==> src/rtl/multi_timer_pkg.sv <==
// Shared types and constants for the multi-channel seconds countdown timer.
package multi_timer_pkg;

  typedef enum logic [1:0] {
    ST_IDLE    = 2'd0,
    ST_RUN     = 2'd1,
    ST_PAUSED  = 2'd2,
    ST_EXPIRED = 2'd3
  } chan_state_t;

  localparam int DEFAULT_LOAD_SEC = 60;

endpackage

==> src/rtl/multi_timer_tick_gen.sv <==
// Free-running seconds prescaler: counts 0..CLK_HZ-1 and strobes tick while at CLK_HZ-1.
module tick_gen #(
  parameter int CLK_HZ = 50000000
) (
  input  logic clk,
  input  logic reset,
  output logic tick
);

  localparam int CW = (CLK_HZ > 1) ? $clog2(CLK_HZ) : 1;
  localparam logic [CW-1:0] LP_LAST = CW'(CLK_HZ - 1);

  logic [CW-1:0] r_cnt;
  logic          r_tick;
  logic [CW-1:0] w_cnt_next;

  assign w_cnt_next = (r_cnt == LP_LAST) ? '0 : r_cnt + CW'(1);

  // tick is registered from the next count so it is high exactly while r_cnt == CLK_HZ-1
  always_ff @(posedge clk) begin
    if (reset) begin
      r_cnt  <= '0;
      r_tick <= 1'b0;
    end else begin
      r_cnt  <= w_cnt_next;
      r_tick <= (w_cnt_next == LP_LAST);
    end
  end

  assign tick = r_tick;

endmodule

==> src/rtl/multi_timer.sv <==
// NCH independent countdown channels driven by one shared seconds prescaler.
// Optional per-channel auto-reload on expiry is enabled by defining MULTI_TIMER_AUTORELOAD_EN.
module multi_timer
  import multi_timer_pkg::*;
#(
  parameter int CLK_HZ       = 50000000,
  parameter int NCH          = 4,
  parameter int CNT_W        = 16,
  parameter int DEFAULT_LOAD = DEFAULT_LOAD_SEC
) (
  input  logic                 clk,
  input  logic                 reset,
  input  logic [NCH-1:0]       start,
  input  logic [NCH*CNT_W-1:0] load_val,
  input  logic [NCH-1:0]       pause,
`ifdef MULTI_TIMER_AUTORELOAD_EN
  input  logic [NCH-1:0]       autoreload,
`endif
  output logic [NCH*CNT_W-1:0] activetime,
  output logic [NCH-1:0]       expired,
  output logic [NCH-1:0]       expire_pulse,
  output logic                 tick
);

  localparam logic [CNT_W-1:0] LP_DEF_LOAD = CNT_W'(DEFAULT_LOAD);
  localparam logic [CNT_W-1:0] LP_ONE      = CNT_W'(1);

  logic w_tick;

  tick_gen #(.CLK_HZ(CLK_HZ)) u_tick_gen (
    .clk   (clk),
    .reset (reset),
    .tick  (w_tick)
  );

  assign tick = w_tick;

  genvar gi;
  generate
    for (gi = 0; gi < NCH; gi++) begin : g_chan
      chan_state_t      r_state;
      logic [CNT_W-1:0] r_cnt;
      logic             r_expired;
      logic             r_pulse;
      logic [CNT_W-1:0] w_load_val;
      logic [CNT_W-1:0] w_load;
      logic             w_reload_now;
      logic [CNT_W-1:0] w_reload_val;

      assign w_load_val = load_val[gi*CNT_W +: CNT_W];
      assign w_load     = (w_load_val == '0) ? LP_DEF_LOAD : w_load_val;

`ifdef MULTI_TIMER_AUTORELOAD_EN
      logic [CNT_W-1:0] r_reload;

      always_ff @(posedge clk) begin
        if (reset)           r_reload <= '0;
        else if (start[gi])  r_reload <= w_load;
      end

      assign w_reload_now = autoreload[gi];
      assign w_reload_val = r_reload;
`else
      assign w_reload_now = 1'b0;
      assign w_reload_val = '0;
`endif

      // Priority: reset > start > pause > tick. A count at 0 or 1 on a tick expires, so it never wraps.
      always_ff @(posedge clk) begin
        if (reset) begin
          r_state   <= ST_IDLE;
          r_cnt     <= '0;
          r_expired <= 1'b0;
          r_pulse   <= 1'b0;
        end else begin
          r_pulse <= 1'b0;
          if (start[gi]) begin
            r_cnt     <= w_load;
            r_expired <= 1'b0;
            r_state   <= ST_RUN;
          end else begin
            case (r_state)
              ST_RUN: begin
                if (pause[gi]) begin
                  r_state <= ST_PAUSED;
                end else if (w_tick) begin
                  if (r_cnt > LP_ONE) begin
                    r_cnt <= r_cnt - LP_ONE;
                  end else begin
                    r_pulse <= 1'b1;
                    if (w_reload_now) begin
                      r_cnt <= w_reload_val;
                    end else begin
                      r_cnt     <= '0;
                      r_expired <= 1'b1;
                      r_state   <= ST_EXPIRED;
                    end
                  end
                end
              end
              ST_PAUSED: begin
                if (!pause[gi]) r_state <= ST_RUN;
              end
              default: ;
            endcase
          end
        end
      end

      assign activetime[gi*CNT_W +: CNT_W] = r_cnt;
      assign expired[gi]                   = r_expired;
      assign expire_pulse[gi]              = r_pulse;
    end
  endgenerate

endmodule

==> config.mk <==
export PLATFORM = sky130hd
export DESIGN_NAME = multi_timer
export DESIGN_NICKNAME = d
export VERILOG_FILES = /design/src/rtl/multi_timer_pkg.sv /design/src/rtl/multi_timer_tick_gen.sv /design/src/rtl/multi_timer.sv
export SDC_FILE = /design/constraint.sdc
export NUM_CORES = 1
export LEC_CHECK = 0
export BUFFER_PORTS_ARGS = -buffer_cell sky130_fd_sc_hd__buf_2
export CORE_MARGIN = 4
export CORE_UTILIZATION = 40
export CTS_CLUSTER_DIAMETER = 80
export DETAILED_ROUTE_END_ITERATION = 8
export PLACE_DENSITY = 0.71
export SLEW_MARGIN = 20
export SYNTH_ARGS = -nofsm -noshare
export SYNTH_HDL_FRONTEND = slang
export SYNTH_SLANG_ARGS = --single-unit
==> constraint.sdc <==
create_clock -name clk -period 2.15 [get_ports clk]
set_input_delay 0.1075 -clock clk [delete_from_list [all_inputs] [get_ports clk]]
set_output_delay 0.1075 -clock clk [all_outputs]
set_load 0.01 [all_outputs]
# ---- After elaboration in Yosys (flattened, before gate mapping)
# Cells that the tools add are included.
dict set report totals {
  elab_cells 179
  output_inout_bits 73
  inputBits 74
  register_bits 107
}
dict set report op_classes {
  add_sub_neg 5
  n_reduce_logical 44
  n_lt_le_gt_ge 4
  mux 53
  eq_ne 38
  bitwise 13
}
# cell n
set ops {}
lappend ops {{$mux 16} 24}
lappend ops {{$gt 16x1->1 const B} 4}
lappend ops {{$logic_not 16->1} 4}
lappend ops {{$sub 16x1->16 const B} 4}
lappend ops {{$eq 26x26->1 const B} 2}
lappend ops {{$reduce_and 4->1} 12}
lappend ops {{$mux 2} 16}
lappend ops {{$add 26x1->26 const B} 1}
lappend ops {{$mux 26} 1}
lappend ops {{$ne 3x3->1 const B} 8}
lappend ops {{$reduce_bool 2->1} 12}
lappend ops {{$reduce_or 5->1} 4}
lappend ops {{$ne 2x2->1 const B} 8}
lappend ops {{$ne 4x3->1 const B} 4}
lappend ops {{$ne 4x4->1 const B} 4}
lappend ops {{$pmux 2 s2} 4}
lappend ops {{$not 1->1} 13}
lappend ops {{$ne 3x2->1 const B} 4}
lappend ops {{$reduce_and 3->1} 4}
lappend ops {{$reduce_bool 3->1} 4}
lappend ops {{$eq 2x1->1 const B} 4}
lappend ops {{$eq 2x2->1 const B} 4}
lappend ops {{$mux 1} 8}
lappend ops {{$reduce_or 2->1} 4}

# ---- Logic depth before layout (Yosys ltp)
dict set report logic_depth {
  word_depth 6
  ltp_mapped 9
  ltp_nobuf 8
}

# ---- Cells and area by module
# A second synthesis with hierarchy kept.
dict set report unflattened {
  hier_cells 784
  hier_area_um2 6402.4
}
# mod cells_each area_per_inst_um2 seq_area_each_um2 n_inst
set modules_own_cells {}
lappend modules_own_cells {multi_timer 611 4923.5 1601.5 1}
lappend modules_own_cells {tick_gen 173 1478.9 540.5 1}

# ---- Worst setup path after synthesis
# No wires, ideal clock.
dict set report synth_path {
  path_type {reg2reg}
  from {register g_chan[2].r_cnt[8]}
  to {register g_chan[2].r_cnt[12]}
  synth_period_minus_slack_ns 2.221
  slack_ns -0.071
  n_path_buf 0
  arrival_time_ns 2.093
  required_ns 2.022
  stages_incl_launch_ff 7
  setup_time_ns 0.128
  cell_sequence {dfxtp_1 > or4_4 > or4b_4 > o21ai_4 > o21ai_1 > a221oi_1 > nor2_1}
}
dict set report synth_between {
  elab_chain_len 6
  word_cells_on_any_way 7
  classes_between {add/sub (1); order compare (1); mux (5)}
}
# item line_no
set synth_rtl {}
lappend synth_rtl {{start, declared} multi_timer.sv:42} ;# logic [CNT_W-1:0] r_cnt;
lappend synth_rtl {{start signal, assigned} multi_timer.sv:78} ;# r_cnt <= w_load;
lappend synth_rtl {{start signal, assigned} multi_timer.sv:88} ;# r_cnt <= r_cnt - LP_ONE;
lappend synth_rtl {{start signal, assigned} multi_timer.sv:92} ;# r_cnt <= w_reload_val;
lappend synth_rtl {{$sub 16x1->16 / $gt 16x1->1 (equally long branches)} {multi_timer.sv:88, multi_timer.sv:87}}
lappend synth_rtl {{$mux 16 *} multi_timer.sv:87} ;# if (r_cnt > LP_ONE) begin
lappend synth_rtl {{$mux 16 *} multi_timer.sv:86} ;# end else if (w_tick) begin
lappend synth_rtl {{$mux 16 *} multi_timer.sv:84} ;# if (pause[gi]) begin
lappend synth_rtl {{$mux 16 *} multi_timer.sv:82} ;# case (r_state)
lappend synth_rtl {{$mux 16 *} multi_timer.sv:77} ;# if (start[gi]) begin
# Mark *: on every way between the ends. The rest lies on a longest branch, timed or not. The select of a mux whose other input is x is not followed.
# A chain may end at the register's enable or synchronous reset.

# ---- Worst setup path after layout
dict set report layout_path {
  from {register g_chan[2].r_cnt[10]}
  to {register g_chan[2].r_cnt[12]}
}
# The elaborated chain is that of the path after synthesis.

==> metrics.txt <==
# TYPE chip_impl_metric gauge
chip_impl_metric{name="dieHeight",unit="um"} 132
chip_impl_metric{name="max_freq",unit="MHz"} 451
chip_impl_info{name="cts_tree",value="built"} 1
chip_impl_metric{name="clock_tree.htree_level_count",unit=""} 3
chip_impl_info{name="synth.top_cells.by_count",value="sky130_fd_sc_hd__dfxtp_1 (107), sky130_fd_sc_hd__nor2_1 (104), sky130_fd_sc_hd__nand2_1 (58)"} 1
chip_impl_metric{name="finalNetCount",unit=""} 1070
chip_impl_metric{name="hpwlAfterDp",unit="mm"} 13.6
chip_impl_metric{name="vias",unit=""} 6867
chip_impl_metric{name="critical_path_peak_fanout",unit=""} 5
chip_impl_metric{name="design_area",unit="um2"} 8090
chip_impl_metric{name="timing.critical_path.arrival",unit="ns"} 2.45
chip_impl_metric{name="drt-pass1-iter-count",unit=""} 6
chip_impl_metric{name="power_density",unit="nW/um2"} 661
chip_impl_metric{name="timing.clock.skew",unit="ns"} 0.00813
chip_impl_metric{name="clockBufferDepth",unit=""} 2
chip_impl_metric{name="synth_seq_area_share",unit=""} 0.347
chip_impl_metric{name="die_width",unit="um"} 132
chip_impl_info{name="yosys_most_used_dff",value="sky130_fd_sc_hd__dfxtp_1"} 1
chip_impl_metric{name="period_needed",unit="ns"} 2.22
chip_impl_metric{name="post-route-drc-count",unit=""} 0
chip_impl_metric{name="preCtsSetupSlack",unit="ns"} -0.0426
chip_impl_info{name="grt_setup_unrepaired",value="true"} 1
chip_impl_metric{name="largest_net_degree_at_the_start_of_global_routing",unit=""} 85
chip_impl_metric{name="total_number_of_yosys_warnings",unit=""} 0
chip_impl_metric{name="grtUsageTotal",unit=""} 0.205
chip_impl_metric{name="synth-async-reset-ratio",unit=""} 0
chip_impl_info{name="failed_checks",value="setup timing"} 1
chip_impl_info{name="synth.top_cells.by_area",value="sky130_fd_sc_hd__dfxtp_1 (35%), sky130_fd_sc_hd__nor2_1 (6.3%), sky130_fd_sc_hd__nand2_1 (3.5%), sky130_fd_sc_hd__a21oi_1 (3.3%), sky130_fd_sc_hd__xor2_1 (3.3%)"} 1
chip_impl_metric{name="io_buffers",unit=""} 146
chip_impl_metric{name="diodes_inserted",unit=""} 0
chip_impl_metric{name="path_clk_slew",unit="ns"} 0.08
chip_impl_metric{name="drtIter0Drc",unit=""} 624
chip_impl_metric{name="finalSetupViolations",unit=""} 8
chip_impl_info{name="outcome",value="finished, violations left"} 1
chip_impl_metric{name="postLayoutCoreUtil",unit=""} 0.534
chip_impl_metric{name="final_min_period_over_clock_period",unit=""} 1.03
chip_impl_metric{name="via_per_inst",unit=""} 5.82
chip_impl_info{name="cp_slowest_cell",value="sky130_fd_sc_hd__or4b_4"} 1
chip_impl_metric{name="ioPinCount",unit=""} 147
chip_impl_metric{name="place_congestion",unit=""} 0.913
chip_impl_metric{name="post_synth_instance_area",unit="um2"} 6160
chip_impl_info{name="synth.largest_area_cell",value="sky130_fd_sc_hd__dfxtp_1"} 1
chip_impl_metric{name="grt_pass1_vias",unit=""} 6281
chip_impl_info{name="yosysMostFrequentCell",value="sky130_fd_sc_hd__dfxtp_1"} 1
chip_impl_metric{name="worst_slew_pin_slew",unit="ns"} 0.540
chip_impl_metric{name="die-area",unit="um2"} 17500
chip_impl_metric{name="dpl-instance-area",unit="um2"} 7610
chip_impl_metric{name="synth_top_cell_area_share",unit=""} 0.347
chip_impl_metric{name="p_leak",unit="nW"} 3.43
chip_impl_metric{name="worst_ep_required_time",unit="ns"} 2.38
chip_impl_metric{name="synth_cell_types",unit=""} 77
chip_impl_metric{name="cts-buffers-inserted",unit=""} 9
chip_impl_metric{name="grt_pass1_wl",unit="mm"} 30.5
chip_impl_metric{name="drtAntennaViolNets",unit=""} 0
chip_impl_metric{name="post_synth_edffs",unit=""} 0
chip_impl_info{name="timing.critical_path.cells",value="or4_4, or4b_4, o21ai_4, o21ai_1, a221oi_2, nor2_1"} 1
chip_impl_metric{name="total_nets_after_synthesis",unit=""} 867
chip_impl_metric{name="placeableCoreArea",unit="um2"} 15100
chip_impl_metric{name="syn-mean-instance-area",unit="um2"} 7.86
chip_impl_metric{name="wl",unit="mm"} 19.0
chip_impl_info{name="critPathKind",value="reg -> reg"} 1
chip_impl_metric{name="max_slew_margin",unit=""} 0.638
chip_impl_metric{name="area.growth.synth_to_final",unit="%"} 31.2
chip_impl_metric{name="vdd.ir_drop.worst",unit="mV"} 0.484
chip_impl_metric{name="maxCapViolCount",unit=""} 0
chip_impl_info{name="cts.root.buffer_cell",value="sky130_fd_sc_hd__clkbuf_16"} 1
chip_impl_metric{name="core.rowCount",unit=""} 45
chip_impl_metric{name="cts_hold_buffers",unit=""} 0
chip_impl_metric{name="cts_num_sinks",unit=""} 107
chip_impl_metric{name="final_hold_viol_count",unit=""} 0
chip_impl_info{name="worstHoldPathType",value="in -> reg"} 1
chip_impl_info{name="worstSetupStartpointType",value="flip-flop"} 1
chip_impl_metric{name="wl_per_cell",unit="um"} 16.1
chip_impl_metric{name="initial_cell_density_of_the_core",unit=""} 0.407
chip_impl_metric{name="antenna_found_initial",unit=""} 0
chip_impl_metric{name="setup_slack",unit="ns"} -0.0674
chip_impl_metric{name="grt_overflow_total",unit=""} 0
chip_impl_metric{name="insertion_delay",unit="ns"} 0.36
chip_impl_info{name="crit_path_end_kind",value="flip-flop"} 1
chip_impl_metric{name="syn-instance-count",unit=""} 784
chip_impl_metric{name="report.final.slew_viol_count",unit=""} 0
chip_impl_metric{name="postSynthRegisterBits",unit=""} 107
chip_impl_metric{name="cpPeakStageDelay",unit="ns"} 0.57
chip_impl_metric{name="layout-drive-gt1-share",unit=""} 0.308
chip_impl_metric{name="num-fill-cells",unit=""} 1416
power by group:
part	switching [mW]	internal [mW]
Combinational	0.730	0.569
Clock	0.827	1.04
Sequential	0.0953	2.08
metrics by stage:
step	instances	hold slack (ns)	TNS (ns)	power, mW
after detailed placement	1159	0.389	-0.255	3.47
after CTS	1176	0.00287	-0.285	5.33
after floorplan	784	0.257	-0.0102	2.93
after global placement	1159	0.390	-0.0164	3.45
after global routing	1180	0.0227	-1.44	5.58
final	1180	0.00781	-0.317	5.35
sequential cells by signal (all words and copies together) (netlist names):
register          flops
g_chan.r_cnt         64
g_chan.r_expired      4
g_chan.r_pulse        4
g_chan.r_state        8
u_tick_gen.r_cnt     26
u_tick_gen.tick       1
metal layers:
layer | part of all wire | up-vias | track usage
met5 | 0 | - | 0
met2 | 0.46 | 280 | 0.319
met3 | 0.072 | 41 | 0.0519
met4 | 0.018 | 0 | 0.0694
li1 | - | 3330 | -
met1 | 0.45 | 3216 | 0.278
placed cells by master, fill, tap and decap left out, types with 9 or more instances in the layout:
cell / netlist / final
sky130_fd_sc_hd__buf_2: 4 / 146
sky130_fd_sc_hd__dfxtp_1: 107 / 103
sky130_fd_sc_hd__nor2_1: 104 / 100
sky130_fd_sc_hd__buf_4: 8 / 86
sky130_fd_sc_hd__nand2_1: 58 / 56
sky130_fd_sc_hd__a21oi_1: 41 / 40
sky130_fd_sc_hd__nor3_1: 38 / 36
sky130_fd_sc_hd__inv_1: 34 / 34
sky130_fd_sc_hd__o21ai_0: 39 / 34
sky130_fd_sc_hd__nor4_1: 32 / 32
sky130_fd_sc_hd__nand3_1: 31 / 30
sky130_fd_sc_hd__xor2_1: 23 / 23
sky130_fd_sc_hd__a31oi_1: 19 / 19
sky130_fd_sc_hd__a211oi_1: 14 / 13
sky130_fd_sc_hd__a22oi_1: 13 / 12
sky130_fd_sc_hd__xnor2_1: 12 / 12
sky130_fd_sc_hd__a221oi_1: 14 / 11
sky130_fd_sc_hd__or3_1: 10 / 10
sky130_fd_sc_hd__nor2b_1: 9 / 9
sky130_fd_sc_hd__clkbuf_16: 0 / 9
final timing paths:
path / slack (ns) / from / to / cells past startpoint
min: 0.008 / load_val[50] / g_chan[3].r_cnt[2]$_SDFFE_PP0P_ / 3
min reg2reg: 0.46 / g_chan[0].r_expired$_SDFFE_PP0P_ / g_chan[0].r_expired$_SDFFE_PP0P_ / 1
max reg2reg: -0.07 / g_chan[2].r_cnt[10]$_SDFFE_PP0P_ / g_chan[2].r_cnt[12]$_SDFFE_PP0P_ / 6
max: -0.07 / g_chan[2].r_cnt[10]$_SDFFE_PP0P_ / g_chan[2].r_cnt[12]$_SDFFE_PP0P_ / 6
critical path: cells and delay by family (launching register included):
family	cells	cell delay, ns
and+or+nand+nor	3	1.16
AOI/OAI and AO/OA	3	0.60
DFF	1	0.32
area by class of cell:
type                       count  area [um2]  share of cell area
multi-input combinational    598        3810               0.471
sequential                   107        2150               0.265
timing repair buffer         236        1440               0.178
tap                          188         235              0.0291
clock buffer                   9         225              0.0278
inverter                      35         131              0.0162
clock inverter                 7         105              0.0130
repair_timing:
| item | 4_1_cts | 5_1_grt |
|---|---|---|
| endpoints found under the setup margin | 12 | 33 |
| cloned | 0 | 1 |
| resized for setup | 9 | 27 |
| buffers inserted | 1 | 3 |
| pin swaps | 8 | 11 |
| hold endpoints to repair | 0 | 0 |
cell families (layout without fill, tap and decap cells):
kind of cell	Yosys count	in the layout	synth area share
AOI/OAI and AO/OA	197	197	0.219
xor gates and xnor gates	35	35	0.0497
adders and majority gates	13	13	0.0248
buffers and inverters	80	287	0.0544
DFF	107	107	0.347
muxes	2	2	0.00345
and+or+nand+nor	350	351	0.301
(Power assumes the default switching activity.)
